==> src/rtl/debounce_pkg.sv <==
// Shared FSM state encodings and counter-width helper for the button debouncers.
package debounce_pkg;

  localparam logic [1:0] ST_LO     = 2'd0;
  localparam logic [1:0] ST_CHK_HI = 2'd1;
  localparam logic [1:0] ST_HI     = 2'd2;
  localparam logic [1:0] ST_CHK_LO = 2'd3;

  // Wide enough for 0..long_cycles inclusive so the hold counter can saturate.
  function automatic int unsigned cnt_w(input int unsigned long_cycles);
    return $clog2(long_cycles + 1);
  endfunction

endpackage

==> src/rtl/debounce_channel.sv <==
// One button channel: synchroniser, 4-state debounce FSM, edge pulses and one-shot long press.
module debounce_channel
  import debounce_pkg::*;
#(
  parameter int unsigned SYNC_STAGES   = 2,
  parameter int unsigned STABLE_CYCLES = 1000,
  parameter int unsigned LONG_CYCLES   = 50000
) (
  input  logic clk,
  input  logic rst,
  input  logic btn_i,
  output logic debounced,
  output logic debounced_d,
  output logic pulse,
  output logic rel_pulse,
  output logic long_pulse
);

  localparam int unsigned CNT_W = cnt_w(LONG_CYCLES);
  localparam logic [CNT_W-1:0] STABLE_LAST = CNT_W'(STABLE_CYCLES - 1);
  localparam logic [CNT_W-1:0] LONG_LAST   = CNT_W'(LONG_CYCLES - 1);
  localparam logic [CNT_W-1:0] LONG_MAX    = CNT_W'(LONG_CYCLES);

  logic [SYNC_STAGES-1:0] sync_q, sync_d;
  logic [1:0]             state_q, state_d;
  logic [CNT_W-1:0]       cnt_q, cnt_d;
  logic [CNT_W-1:0]       hold_q, hold_d;
  logic                   deb_q, deb_d;
  logic                   dly_q, dly_d;
  logic                   pulse_q, pulse_d;
  logic                   rel_q, rel_d;
  logic                   long_q, long_d;
  logic                   s;

  assign s = sync_q[SYNC_STAGES-1];

  always_comb begin
    sync_d  = {sync_q[SYNC_STAGES-2:0], btn_i};
    state_d = state_q;
    cnt_d   = cnt_q;
    deb_d   = deb_q;
    case (state_q)
      ST_LO: begin
        if (s) begin
          cnt_d   = CNT_W'(1);
          state_d = ST_CHK_HI;
        end
      end
      ST_CHK_HI: begin
        if (!s) begin
          cnt_d   = '0;
          state_d = ST_LO;
        end else if (cnt_q == STABLE_LAST) begin
          deb_d   = 1'b1;
          cnt_d   = '0;
          state_d = ST_HI;
        end else begin
          cnt_d = cnt_q + CNT_W'(1);
        end
      end
      ST_HI: begin
        if (!s) begin
          cnt_d   = CNT_W'(1);
          state_d = ST_CHK_LO;
        end
      end
      ST_CHK_LO: begin
        if (s) begin
          cnt_d   = '0;
          state_d = ST_HI;
        end else if (cnt_q == STABLE_LAST) begin
          deb_d   = 1'b0;
          cnt_d   = '0;
          state_d = ST_LO;
        end else begin
          cnt_d = cnt_q + CNT_W'(1);
        end
      end
      default: state_d = ST_LO;
    endcase

    // Edge pulses are registered alongside the level so they coincide with its first cycle.
    dly_d   = deb_q;
    pulse_d = deb_d & ~deb_q;
    rel_d   = ~deb_d & deb_q;

    if (!deb_q) begin
      hold_d = '0;
    end else if (hold_q != LONG_MAX) begin
      hold_d = hold_q + CNT_W'(1);
    end else begin
      hold_d = hold_q;
    end
    long_d = deb_q && (hold_q == LONG_LAST);
  end

  always_ff @(posedge clk) begin
    if (rst) begin
      sync_q  <= '0;
      state_q <= ST_LO;
      cnt_q   <= '0;
      hold_q  <= '0;
      deb_q   <= 1'b0;
      dly_q   <= 1'b0;
      pulse_q <= 1'b0;
      rel_q   <= 1'b0;
      long_q  <= 1'b0;
    end else begin
      sync_q  <= sync_d;
      state_q <= state_d;
      cnt_q   <= cnt_d;
      hold_q  <= hold_d;
      deb_q   <= deb_d;
      dly_q   <= dly_d;
      pulse_q <= pulse_d;
      rel_q   <= rel_d;
      long_q  <= long_d;
    end
  end

  assign debounced   = deb_q;
  assign debounced_d = dly_q;
  assign pulse       = pulse_q;
  assign rel_pulse   = rel_q;
  assign long_pulse  = long_q;

endmodule

==> src/rtl/multi_debounce_pulse.sv <==
// N-channel push-button conditioner: optional polarity inversion feeding independent debouncers.
module multi_debounce_pulse
  import debounce_pkg::*;
#(
  parameter int unsigned N_CH          = 4,
  parameter int unsigned SYNC_STAGES   = 2,
  parameter int unsigned STABLE_CYCLES = 1000,
  parameter int unsigned LONG_CYCLES   = 50000,
  parameter int unsigned ACTIVE_LOW    = 0
) (
  input  logic            clk,
  input  logic            rst,
  input  logic [N_CH-1:0] btn,
  output logic [N_CH-1:0] debounced,
  output logic [N_CH-1:0] debounced_d,
  output logic [N_CH-1:0] pulse,
  output logic [N_CH-1:0] rel_pulse,
  output logic [N_CH-1:0] long_pulse
);

  logic [N_CH-1:0] btn_int;

  assign btn_int = (ACTIVE_LOW != 0) ? ~btn : btn;

  for (genvar i = 0; i < int'(N_CH); i++) begin : g_ch
    debounce_channel #(
      .SYNC_STAGES  (SYNC_STAGES),
      .STABLE_CYCLES(STABLE_CYCLES),
      .LONG_CYCLES  (LONG_CYCLES)
    ) u_ch (
      .clk        (clk),
      .rst        (rst),
      .btn_i      (btn_int[i]),
      .debounced  (debounced[i]),
      .debounced_d(debounced_d[i]),
      .pulse      (pulse[i]),
      .rel_pulse  (rel_pulse[i]),
      .long_pulse (long_pulse[i])
    );
  end

endmodule
==> config.mk <==
export PLATFORM = sky130hd
export DESIGN_NAME = multi_debounce_pulse
export DESIGN_NICKNAME = d
export VERILOG_FILES = /design/src/rtl/debounce_pkg.sv /design/src/rtl/debounce_channel.sv /design/src/rtl/multi_debounce_pulse.sv
export SDC_FILE = /design/constraint.sdc
export NUM_CORES = 1
export LEC_CHECK = 0
export BUFFER_PORTS_ARGS = -buffer_cell sky130_fd_sc_hd__buf_4
export CAP_MARGIN = 15
export CORE_MARGIN = 1.5
export CORE_UTILIZATION = 45
export CTS_CLUSTER_SIZE = 40
export DETAILED_ROUTE_END_ITERATION = 8
export PLACE_DENSITY = 0.71
export SETUP_SLACK_MARGIN = 0.4
export SYNTH_ARGS = -nofsm -noshare
export SYNTH_HDL_FRONTEND = slang
export SYNTH_SLANG_ARGS = --single-unit
==> constraint.sdc <==
create_clock -name clk -period 1.7 [get_ports clk]
set_input_delay 0.17 -clock clk [delete_from_list [all_inputs] [get_ports clk]]
set_output_delay 0.17 -clock clk [all_outputs]
set_load 0.005 [all_outputs]
==> impl_results.md <==
- 1st-pass router iterations: 6
- N_diodes: 0
- Startpoint types: flop
- Core area: roughly 16000 um2
- Mean Syn Cell Area: ~8.6 um2
- Post-Place Setup Slack: -0.216 ns
- Die H: 132 um
- Worst slew pin tran: between 0.8 and 0.9 ns
- Die area: around 17000 um2
- Failing checks: setup timing
- Synth Area in Adders: 2.01%
- Clock transition at the registers of the reported paths: approximately 0.06 ns
- Initial antenna violation count: 0
- CTS root buf: clkbuf_16
- Depth of the most critical reg-to-reg path: 7
- I/O Buffers: 25
- Top post-synthesis cells by count: dfxtp_1, nor2_1, nand2_1
- Top-level I/O count: 26
- Largest net degree at the start of global routing: 19
- Worst hold path class: input port to flop
- # nets final: approximately 1000
- Synthesis-stage register bit count: roughly 160
- Slew headroom: between 40% and 50%
- WS Path Type: flop to flop
- Reg-to-Reg Start: g_ch[1].u_ch.cnt_q[3]
- Final min period: 1.82 ns
- Gr usage total: about a fifth
- Post-synthesis simple-gate area fraction: 30.0%
- Top FF cell, synth: dfxtp_1
- PwrDens: 759 nW/um2
- Synth top area share: between 40 and 50%
- Fin. max-slew vios: 0
- Starting Density: between 40 and 50%
- Routed vias: roughly 6800
- CP Max Fanout: 4
- Clock tree sinks: 164
- Area after DPL: 8540 um2
- Critical path data required time: between 2 and 2.5 ns
- Design area: 10800 um2
- Max-cap viol count: 0
- Row Count: 46
- RSZ-0062 raised after global routing: yes
- Status: complete, but fails checks
- Share of cells above drive strength 1: between 40% and 50%
- CTS Buffer Depth: 2
- Mapped cell area: ~7500 um2
- Post-Syn Instances: just under 900
- First-pass GRT wire length: roughly 30000 um
- Sequential share of the synthesized area: between 40% and 50%
- Die W: 132 um
- GR Overflow Total: 0
- Num CTS Buffers: 17
- 1st-iter DRT viols: 439
- DP Wirelength: approximately 11000 um
- Compound-gate portion of the synthesized area: under 10%
- Placer's final routability congestion estimate: roughly 0.83
- Clock skew: 0.00889 ns
- Leakage power: 3.88 nW
- Setup WS post-layout: -0.121 ns
- EDFF count, synth: 0
- Post-route DRC: 0
- Worst vdd ir: approximately 0.00073 V
- Yosys top cell by area: dfxtp_1
- Data arrival, critical path: 2.17 ns
- Routed WL: between 15000 and 20000 um
- Syn Nets: 890
- Mux share of post-synthesis cell area: less than 1%
- Final setup viols: 17
- Async set-or-reset flop fraction in the synthesized netlist: 0%
- DR WL/cell: about 16 um
- Vias per cell: ~5.5
- Setup crit end kind: flop
- CTS HTree Levels: 4
- Critical R2R Capture: g_ch[1].u_ch.debounced
- Clk_lat worst skew: ~0.43 ns
- Most area-consuming cells after synthesis: dfxtp_1, nor2_1, xor2_1, xnor2_1, nand2_1
- Crit. Startpoint: g_ch[1].u_ch.cnt_q[3]
- Cell variety after synth: 57
- Count leader, synth: dfxtp_1
- XOR/XNOR Fraction of Synth Area: 10.3%
- F_max: roughly 550 MHz
- Largest family of logic cells by synthesized area: simple AND/OR/NAND/NOR gates
- Area Overhead vs Synth: 45.1%
- Ys Warns: 0
- Reg2Reg Setup Slack: -0.12 ns
- CTS tree: done
- Routed Antenna Nets: 0
- Final Hold Fails: 0
- Vias in the first global route: between 6000 and 7000
- Critical path destination: g_ch[1].u_ch.debounced
- Fin crit share: 107%
cell families (layout without fill, tap and decap cells):
group                      count (synthesis)  after routing
AOI/OAI and AO/OA                         93             93
buffers and inverters                     71            220
adders and majority gates                 12             12
xor gates and xnor gates                  88             88
and+or+nand+nor                          437            439
DFF                                      164            164
muxes                                      7              7
state kept, by name, indices dropped and copies added (netlist names), named ones only:
signal and cells:
g_ch.u_ch.cnt_q 64, g_ch.u_ch.hold_q 64, g_ch.u_ch.sync_q 8, g_ch.u_ch.debounced 4, g_ch.u_ch.debounced_d 4, g_ch.u_ch.long_pulse 4, g_ch.u_ch.pulse 4, g_ch.u_ch.rel_pulse 4
g_ch.u_ch.state_q 4
power breakdown:
group | internal [mW] | leakage (nW) | switching, mW | total (mW)
clock network | 2.43 | 0.300 | 1.59 | 4.02
registers | 3.83 | 1.38 | 0.0395 | 3.87
logic | 0.135 | 2.20 | 0.178 | 0.313
routing by layer:
layer / vias up / routed length, um / GRT usage [%]
li1: 3321 / - / -
met2: 188 / 9610 / 33.7
met4: 0 / 523 / 8.70
met5: - / 0 / 0
met3: 50 / 798 / 4.44
met1: 3265 / 8540 / 25.9
through the flow:
stage	setup TNS [ns]	cells	power, mW	hold WS, ns	util [%]
2_1_floorplan	-0.601	872	4.13	0.298	-
3_3_place_gp	-2.34	1139	4.21	0.392	53.2
3_5_place_dp	-4.27	1139	4.21	0.391	53.2
4_1_cts	-0.561	1211	8.20	0.0411	62.6
5_1_grt	-2.87	1239	8.46	0.0307	67.4
6_report	-0.826	1239	8.21	0.0531	67.4
cell usage in the layout (no fill, tap or decap), types with 10 or more instances in the layout:
master     instances
buf_4            133
nor2_1           114
dfxtp_1           78
nand2_1           65
dfxtp_2           58
xor2_1            46
nand3_1           38
xnor2_1           30
dfxtp_4           28
nand4_1           27
buf_6             23
inv_1             22
clkbuf_16         17
nand3_2           14
a21oi_2           14
and3_1            14
nor4_4            13
a21oi_1           13
o21ai_1           12
nor3_1            12
a31oi_1           11
nor4_1            10
repair_timing:
action | in CTS | in global routing
cloned | 2 | 0
resized for setup | 148 | 137
setup endpoints to repair | 125 | 135
hold endpoints to repair | 3 | 0
pin swaps | 70 | 85
hold buffers | 3 | 0
setup buffers | 35 | 28
worst min-delay path by stage:
stage | from | endpoint | slack, ns | depth (start not counted)
after floorplan | btn[0] | g_ch[0].u_ch.sync_q[0] | 0.30 | 1
after global placement | btn[1] | g_ch[1].u_ch.sync_q[0] | 0.39 | 2
after detailed placement | btn[0] | g_ch[0].u_ch.sync_q[0] | 0.39 | 2
after CTS | btn[2] | g_ch[2].u_ch.sync_q[0] | 0.04 | 2
after global routing | btn[2] | g_ch[2].u_ch.sync_q[0] | 0.03 | 2
final | btn[2] | g_ch[2].u_ch.sync_q[0] | 0.05 | 2
final cells by class:
| class | count | area (um2) |
|---|---|---|
| multi-input combinational | 639 | 5030 |
| clock inverter | 11 | 148 |
| sequential | 164 | 3460 |
| clock buffer | 21 | 470 |
| tap | 216 | 270 |
| inverter | 27 | 109 |
| fill | 1108 | 5240 |
| timing repair buffer | 161 | 1330 |
worst max-delay path: stages (launching register included):
cell      delay, ns
dfxtp_2        0.32
or4b_4         0.56
nor4_4         0.24
buf_6          0.17
buf_6          0.11
and2_4         0.14
nand4_1        0.08
o211ai_1       0.11
No activity file was read; power rests on OpenSTA's default activity.
